### src/rtl/fcl_mac_engine.sv
// fcl_mac_engine: fully-connected layer y = act(W*x + b) on one shared MAC, weights/bias in writable RAM.
module fcl_mac_engine #(
  parameter int N_IN  = 16,
  parameter int N_OUT = 10,
  parameter int DW    = 16,
  parameter int FRAC  = 10,
  parameter int ACC_W = 40,
  parameter int AW    = $clog2(N_OUT*(N_IN+1))
) (
  input  logic                  clk,
  input  logic                  rst,
  input  logic                  relu_en,
  input  logic                  w_we,
  input  logic [AW-1:0]         w_addr,
  input  logic [DW-1:0]         w_data,
  output logic                  w_err,
  input  logic                  in_valid,
  output logic                  in_ready,
  input  logic [N_IN*DW-1:0]    in_data,
  output logic                  out_valid,
  input  logic                  out_ready,
  output logic [N_OUT*DW-1:0]   out_data,
  output logic                  busy
);
  localparam int NW = N_OUT*(N_IN+1);
  localparam int IW = $clog2(N_IN+1);
  localparam int XW = $clog2(N_IN);
  localparam int OW = $clog2(N_OUT);
  localparam logic signed [ACC_W-1:0] MAXV = ACC_W'((1 <<< (DW-1)) - 1);
  localparam logic signed [ACC_W-1:0] MINV = -MAXV - 1;
  typedef enum logic [1:0] {IDLE, MAC, POST, DONE} state_t;
  state_t                   state_q, state_d;
  logic [OW-1:0]            o_q, o_d;
  logic [IW-1:0]            i_q, i_d;
  logic signed [ACC_W-1:0]  acc_q, acc_d;
  logic                     relu_q, relu_d;
  logic                     w_err_q, w_err_d;
  logic signed [DW-1:0]     x_q [N_IN];
  logic signed [DW-1:0]     x_d [N_IN];
  logic signed [DW-1:0]     y_q [N_OUT];
  logic signed [DW-1:0]     y_d [N_OUT];
  logic signed [DW-1:0]     mem [NW];
  logic [AW-1:0]            rd_addr;
  logic signed [DW-1:0]     w_rd, x_cur, sat;
  logic signed [2*DW-1:0]   mul;
  logic signed [ACC_W-1:0]  term, r, rr;
  assign rd_addr   = AW'(int'(o_q) * (N_IN+1) + int'(i_q));
  assign w_rd      = mem[rd_addr];
  assign x_cur     = x_q[i_q[XW-1:0]];
  assign mul       = (2*DW)'(w_rd) * (2*DW)'(x_cur);
  // The bias slot is pre-scaled so it lands on the same binary point as the products.
  assign term      = (i_q == IW'(N_IN)) ? ACC_W'(w_rd) <<< FRAC : ACC_W'(mul);
  assign r         = acc_q >>> FRAC;
  assign rr        = (relu_q && r[ACC_W-1]) ? '0 : r;
  assign sat       = (rr > MAXV) ? DW'(MAXV) : (rr < MINV) ? DW'(MINV) : DW'(rr);
  assign w_err_d   = w_we && state_q != IDLE;
  assign w_err     = w_err_q;
  assign busy      = state_q != IDLE;
  assign in_ready  = state_q == IDLE;
  assign out_valid = state_q == DONE;
  for (genvar g = 0; g < N_OUT; g++) begin : g_out
    assign out_data[g*DW +: DW] = y_q[g];
  end
  always_comb begin
    state_d = state_q;
    o_d     = o_q;
    i_d     = i_q;
    acc_d   = acc_q;
    relu_d  = relu_q;
    x_d     = x_q;
    y_d     = y_q;
    case (state_q)
      IDLE: if (in_valid) begin
        for (int k = 0; k < N_IN; k++) x_d[k] = in_data[k*DW +: DW];
        relu_d  = relu_en;
        o_d     = '0;
        i_d     = '0;
        acc_d   = '0;
        state_d = MAC;
      end
      MAC: begin
        acc_d   = acc_q + term;
        i_d     = i_q + 1'b1;
        state_d = (i_q == IW'(N_IN)) ? POST : MAC;
      end
      POST: begin
        y_d[o_q] = sat;
        acc_d    = '0;
        i_d      = '0;
        o_d      = (o_q == OW'(N_OUT-1)) ? o_q : o_q + 1'b1;
        state_d  = (o_q == OW'(N_OUT-1)) ? DONE : MAC;
      end
      DONE:    state_d = out_ready ? IDLE : DONE;
      default: state_d = IDLE;
    endcase
  end
  always_ff @(posedge clk or negedge rst) begin
    if (!rst) begin
      state_q <= IDLE;
      o_q     <= '0;
      i_q     <= '0;
      acc_q   <= '0;
      relu_q  <= 1'b0;
      w_err_q <= 1'b0;
      x_q     <= '{default: '0};
      y_q     <= '{default: '0};
    end else begin
      state_q <= state_d;
      o_q     <= o_d;
      i_q     <= i_d;
      acc_q   <= acc_d;
      relu_q  <= relu_d;
      w_err_q <= w_err_d;
      x_q     <= x_d;
      y_q     <= y_d;
    end
  end
  // Coefficient RAM survives reset; writes only land while idle and in range.
  always_ff @(posedge clk) begin
    if (w_we && state_q == IDLE && w_addr < AW'(NW)) mem[w_addr] <= w_data;
  end
endmodule
### config.mk
export PLATFORM = sky130hd
export DESIGN_NAME = fcl_mac_engine
export DESIGN_NICKNAME = d
export VERILOG_FILES = /design/src/rtl/fcl_mac_engine.sv
export SDC_FILE = /design/constraint.sdc
export NUM_CORES = 2
export LEC_CHECK = 0
export BUFFER_PORTS_ARGS = -buffer_cell sky130_fd_sc_hd__buf_2
export CAP_MARGIN = 20
export CORE_MARGIN = 2
export CORE_UTILIZATION = 40
export CTS_CLUSTER_SIZE = 16
export DETAILED_ROUTE_END_ITERATION = 8
export PLACE_DENSITY = 0.52
export SLEW_MARGIN = 15
export SYNTH_ARGS = -nofsm -noshare
export SYNTH_HDL_FRONTEND = slang
export SYNTH_SLANG_ARGS = --single-unit
### constraint.sdc
create_clock -name clk -period 15.14 [get_ports clk]
set_input_delay 3.028 -clock clk [delete_from_list [all_inputs] [get_ports clk]]
set_output_delay 3.028 -clock clk [all_outputs]
set_load 0.01 [all_outputs]
==> metrics.cfg <==
[clock_tree]
cts_root_buf=clkbuf_16
clk_latency_ns=0.96
numCtsBuffers=350
cts_sinks=3189
post_cts_buffers=0
htreeDepth=5
clock_path_buffers=4
cts_tree=done
clk_pin_slew_ns=0.06

[sta]
maxSlewHeadroom_pct=20.9
fmax_ghz=0.0705
fin_tns_setup_ns=0
min_period_ns=14.18
drv_slew=0
hold_violations=0
finalClockSkew_ns=0.0629
finalSetupViolations=0
fin_crit_sh_pct=93.7
grt_setup_unrepaired=no
layout_setup_ws_ns=0.956
tightest_slew_ns=1.17

[synth]
synthArstFlopShare_pct=14.7
synth.distinct_cells=68
synth_ff_type=edfxtp_1
synthCells=7161
yosysSeqAreaShare_pct=68.6
syn_avg_cell_area_sq_um=19.0
synth_warnings=0
synth-edff-count=2720
synthesis.nets=7851
synth-seq-cells=3189
synth_area_sq_um=136000

[final_layout]
fillers=28900
fin_cells=12800
nNetsFinal=8643
seq_area_sq_um=93400
area_delta_synth_final_pct=15.5
multi_input_area_sq_um=40000
final_core_util_pct=46.3
drive_gt1_share_pct=32.3

[worst_setup_path]
crit_type=flop to flop
crit_top_cell=fa_1
crit_required_ns=15.93
start_kind=flop
reg2reg_depth=43
worstReg2RegStart=o_q[1]
critical_path.endpoint_type=flop
cp.arrival_ns=14.97
reg2reg_slack_ns=0.96
r2r_end=acc_q[38]
crit_path_max_fanout=25
slowest_delay_ns=1.40
cpMaxStageDelayCell=fa_4

[floorplan]
die_w_um=587
die-area_sq_um=345000
fp.dieH_um=587
initial_utilization_pct=40.1
rows=214
core-area_sq_um=339000
ios=450

[power]
powerDensity_nw_per_um2=115
power_leakage_nw=56.4
ir_drop_v=0.0000944

[routing]
drt_iter0_markers=6740
via_per_inst=5.52
first_pass_iters=7
wl_per_cell_um=29.8
post-route-drc-count=0
finalWirelength_mm=381
ant_nets=0
vias=70600

[placed_design]
io_buffer_count=449
numPlacedInstances=12100
dp_slack_ns=0.509
dpl.hpwl_mm=242
gp_congestion=0.858

[grt]
grt-ovfl-total=0
track_usage_pct=21.9
grt_max_degree=149
grt_pass1_wl_mm=547
antenna_found_initial=27
first_global_vias=72600

[worst_hold_path]
hold_path_depth=2
hp-class=flop to flop
hold_end=out_data[9]
hold_start=out_data[9]

[run]
cap_violations=0

[status]
status=completed

==> kinds of logic after synthesis <==
family | after synthesis | synth area share, %
simple gates | 980 | 3.11
buf+inv | 707 | 2.32
xor+xnor | 70 | 0.451
mux | 1266 | 17.9
flops | 3189 | 68.6
compound gates | 545 | 2.39
fa+ha+maj | 404 | 5.18
==> cell usage after synthesis (8+ instances only) <==
| cell | number | share of area [%] |
|---|---|---|
| buf_6 | 26 | 0.22 |
| nor2_1 | 490 | 1.4 |
| nor3_1 | 17 | 0.063 |
| clkbuf_1 | 184 | 0.51 |
| buf_2 | 87 | 0.32 |
| xnor2_1 | 41 | 0.26 |
| xor2_1 | 29 | 0.19 |
| o21bai_1 | 9 | 0.050 |
| o211ai_1 | 17 | 0.094 |
| and3_1 | 8 | 0.037 |
| buf_1 | 24 | 0.066 |
| edfxtp_1 | 2720 | 60 |
| ha_1 | 139 | 1.3 |
| nor2b_1 | 43 | 0.20 |
| mux2_2 | 297 | 2.5 |
| nand2b_1 | 63 | 0.29 |
| or2_2 | 13 | 0.060 |
| inv_1 | 333 | 0.92 |
| buf_4 | 50 | 0.28 |
| a211oi_1 | 30 | 0.17 |
| a21oi_1 | 219 | 0.81 |
| o21ai_0 | 127 | 0.47 |
| and2_1 | 36 | 0.17 |
| o21a_1 | 11 | 0.061 |
| mux4_2 | 904 | 15 |
| a21o_1 | 35 | 0.19 |
| dfrtp_1 | 469 | 8.6 |
| nand3_1 | 31 | 0.11 |
| mux2i_1 | 63 | 0.46 |
| fa_1 | 265 | 3.9 |
| a31oi_1 | 24 | 0.11 |
| nand2_1 | 253 | 0.70 |
==> registers in the layout, summed over array words and instances, names as in the netlist, 2 cells and up <==
name      cells
mem        2720
acc_q        40
o_q           4
out_data    160
x_q         256
state_q       2
i_q           5
==> per-stage QoR <==
step / hold slack (ns) / power, mW / area [sq um]
3_5_place_dp: 0.465 / 9.95 / 146000
2_1_floorplan: 0.455 / 9.73 / 136000
6_report: 0.473 / 18.1 / 157000
3_3_place_gp: 0.457 / 9.94 / 146000
4_1_cts: 0.479 / 18.3 / 157000
5_1_grt: 0.509 / 18.7 / 157000
==> per-layer routing <==
metal	up-vias	wire, um	track usage, %
met3	508	22400	3.25
met2	2285	186000	36.1
met4	10	10500	5.96
met1	38100	162000	30.5
met5	-	68	0
li1	29700	-	-
==> critical path: cells and delay by family, from the launching register on <==
family,cells,cell delay [ns]
adder cells (fa/ha/maj),11,5.46
buffers and inverters,8,1.22
flip-flops,1,0.46
AO/OA/AOI/OAI,17,5.56
AND/OR/NAND/NOR,3,0.30
XOR/XNOR,1,0.15
multiplexers,3,0.80
==> worst max path at each step <==
stage | startpoint | to
floorplan | o_q[1] | acc_q[37]
global placement | i_q[0] | acc_q[37]
detailed placement | o_q[1] | acc_q[37]
CTS | o_q[1] | acc_q[37]
global route | o_q[1] | acc_q[38]
finish | o_q[1] | acc_q[38]
==> cells in the final DEF (no fill, tap or decap), types with 31 or more instances in the layout <==
cell       count
edfxtp_1    2720
mux4_2       904
dfrtp_1      465
buf_2        432
nor2_1       403
clkbuf_16    360
inv_1        333
buf_4        310
mux2_2       297
fa_1         264
nand2_1      253
a21oi_1      211
ha_1         137
o21ai_0      119
nor2_2        83
clkinv_1      72
clkbuf_1      67
mux2i_1       63
nand2b_1      63
clkinv_2      61
nor2b_1       43
xnor2_1       38
a21o_1        35
and2_1        35
buf_12        35
nand3_1       31
==> cell type report <==
cell class              count  area share, %
clock inverters           196           1.15
multi-input cells        3265           25.4
well taps                4536           3.61
inverters                 335          0.800
flip-flops and latches   3189           59.4
repair buffers            812           3.60
diodes                     17         0.0271
clock buffers             434           5.95
==> power breakdown <==
part	total, mW	internal [mW]	switching [mW]
Clock	8.37	4.85	3.52
Combinational	0.224	0.0362	0.188
Sequential	9.54	9.54	0.000186
==> timing repair <==
action,in CTS,in global routing
hold buffers,0,0
gates resized for setup,0,1
setup endpoints to repair,0,1
(Power assumes the default switching activity.)
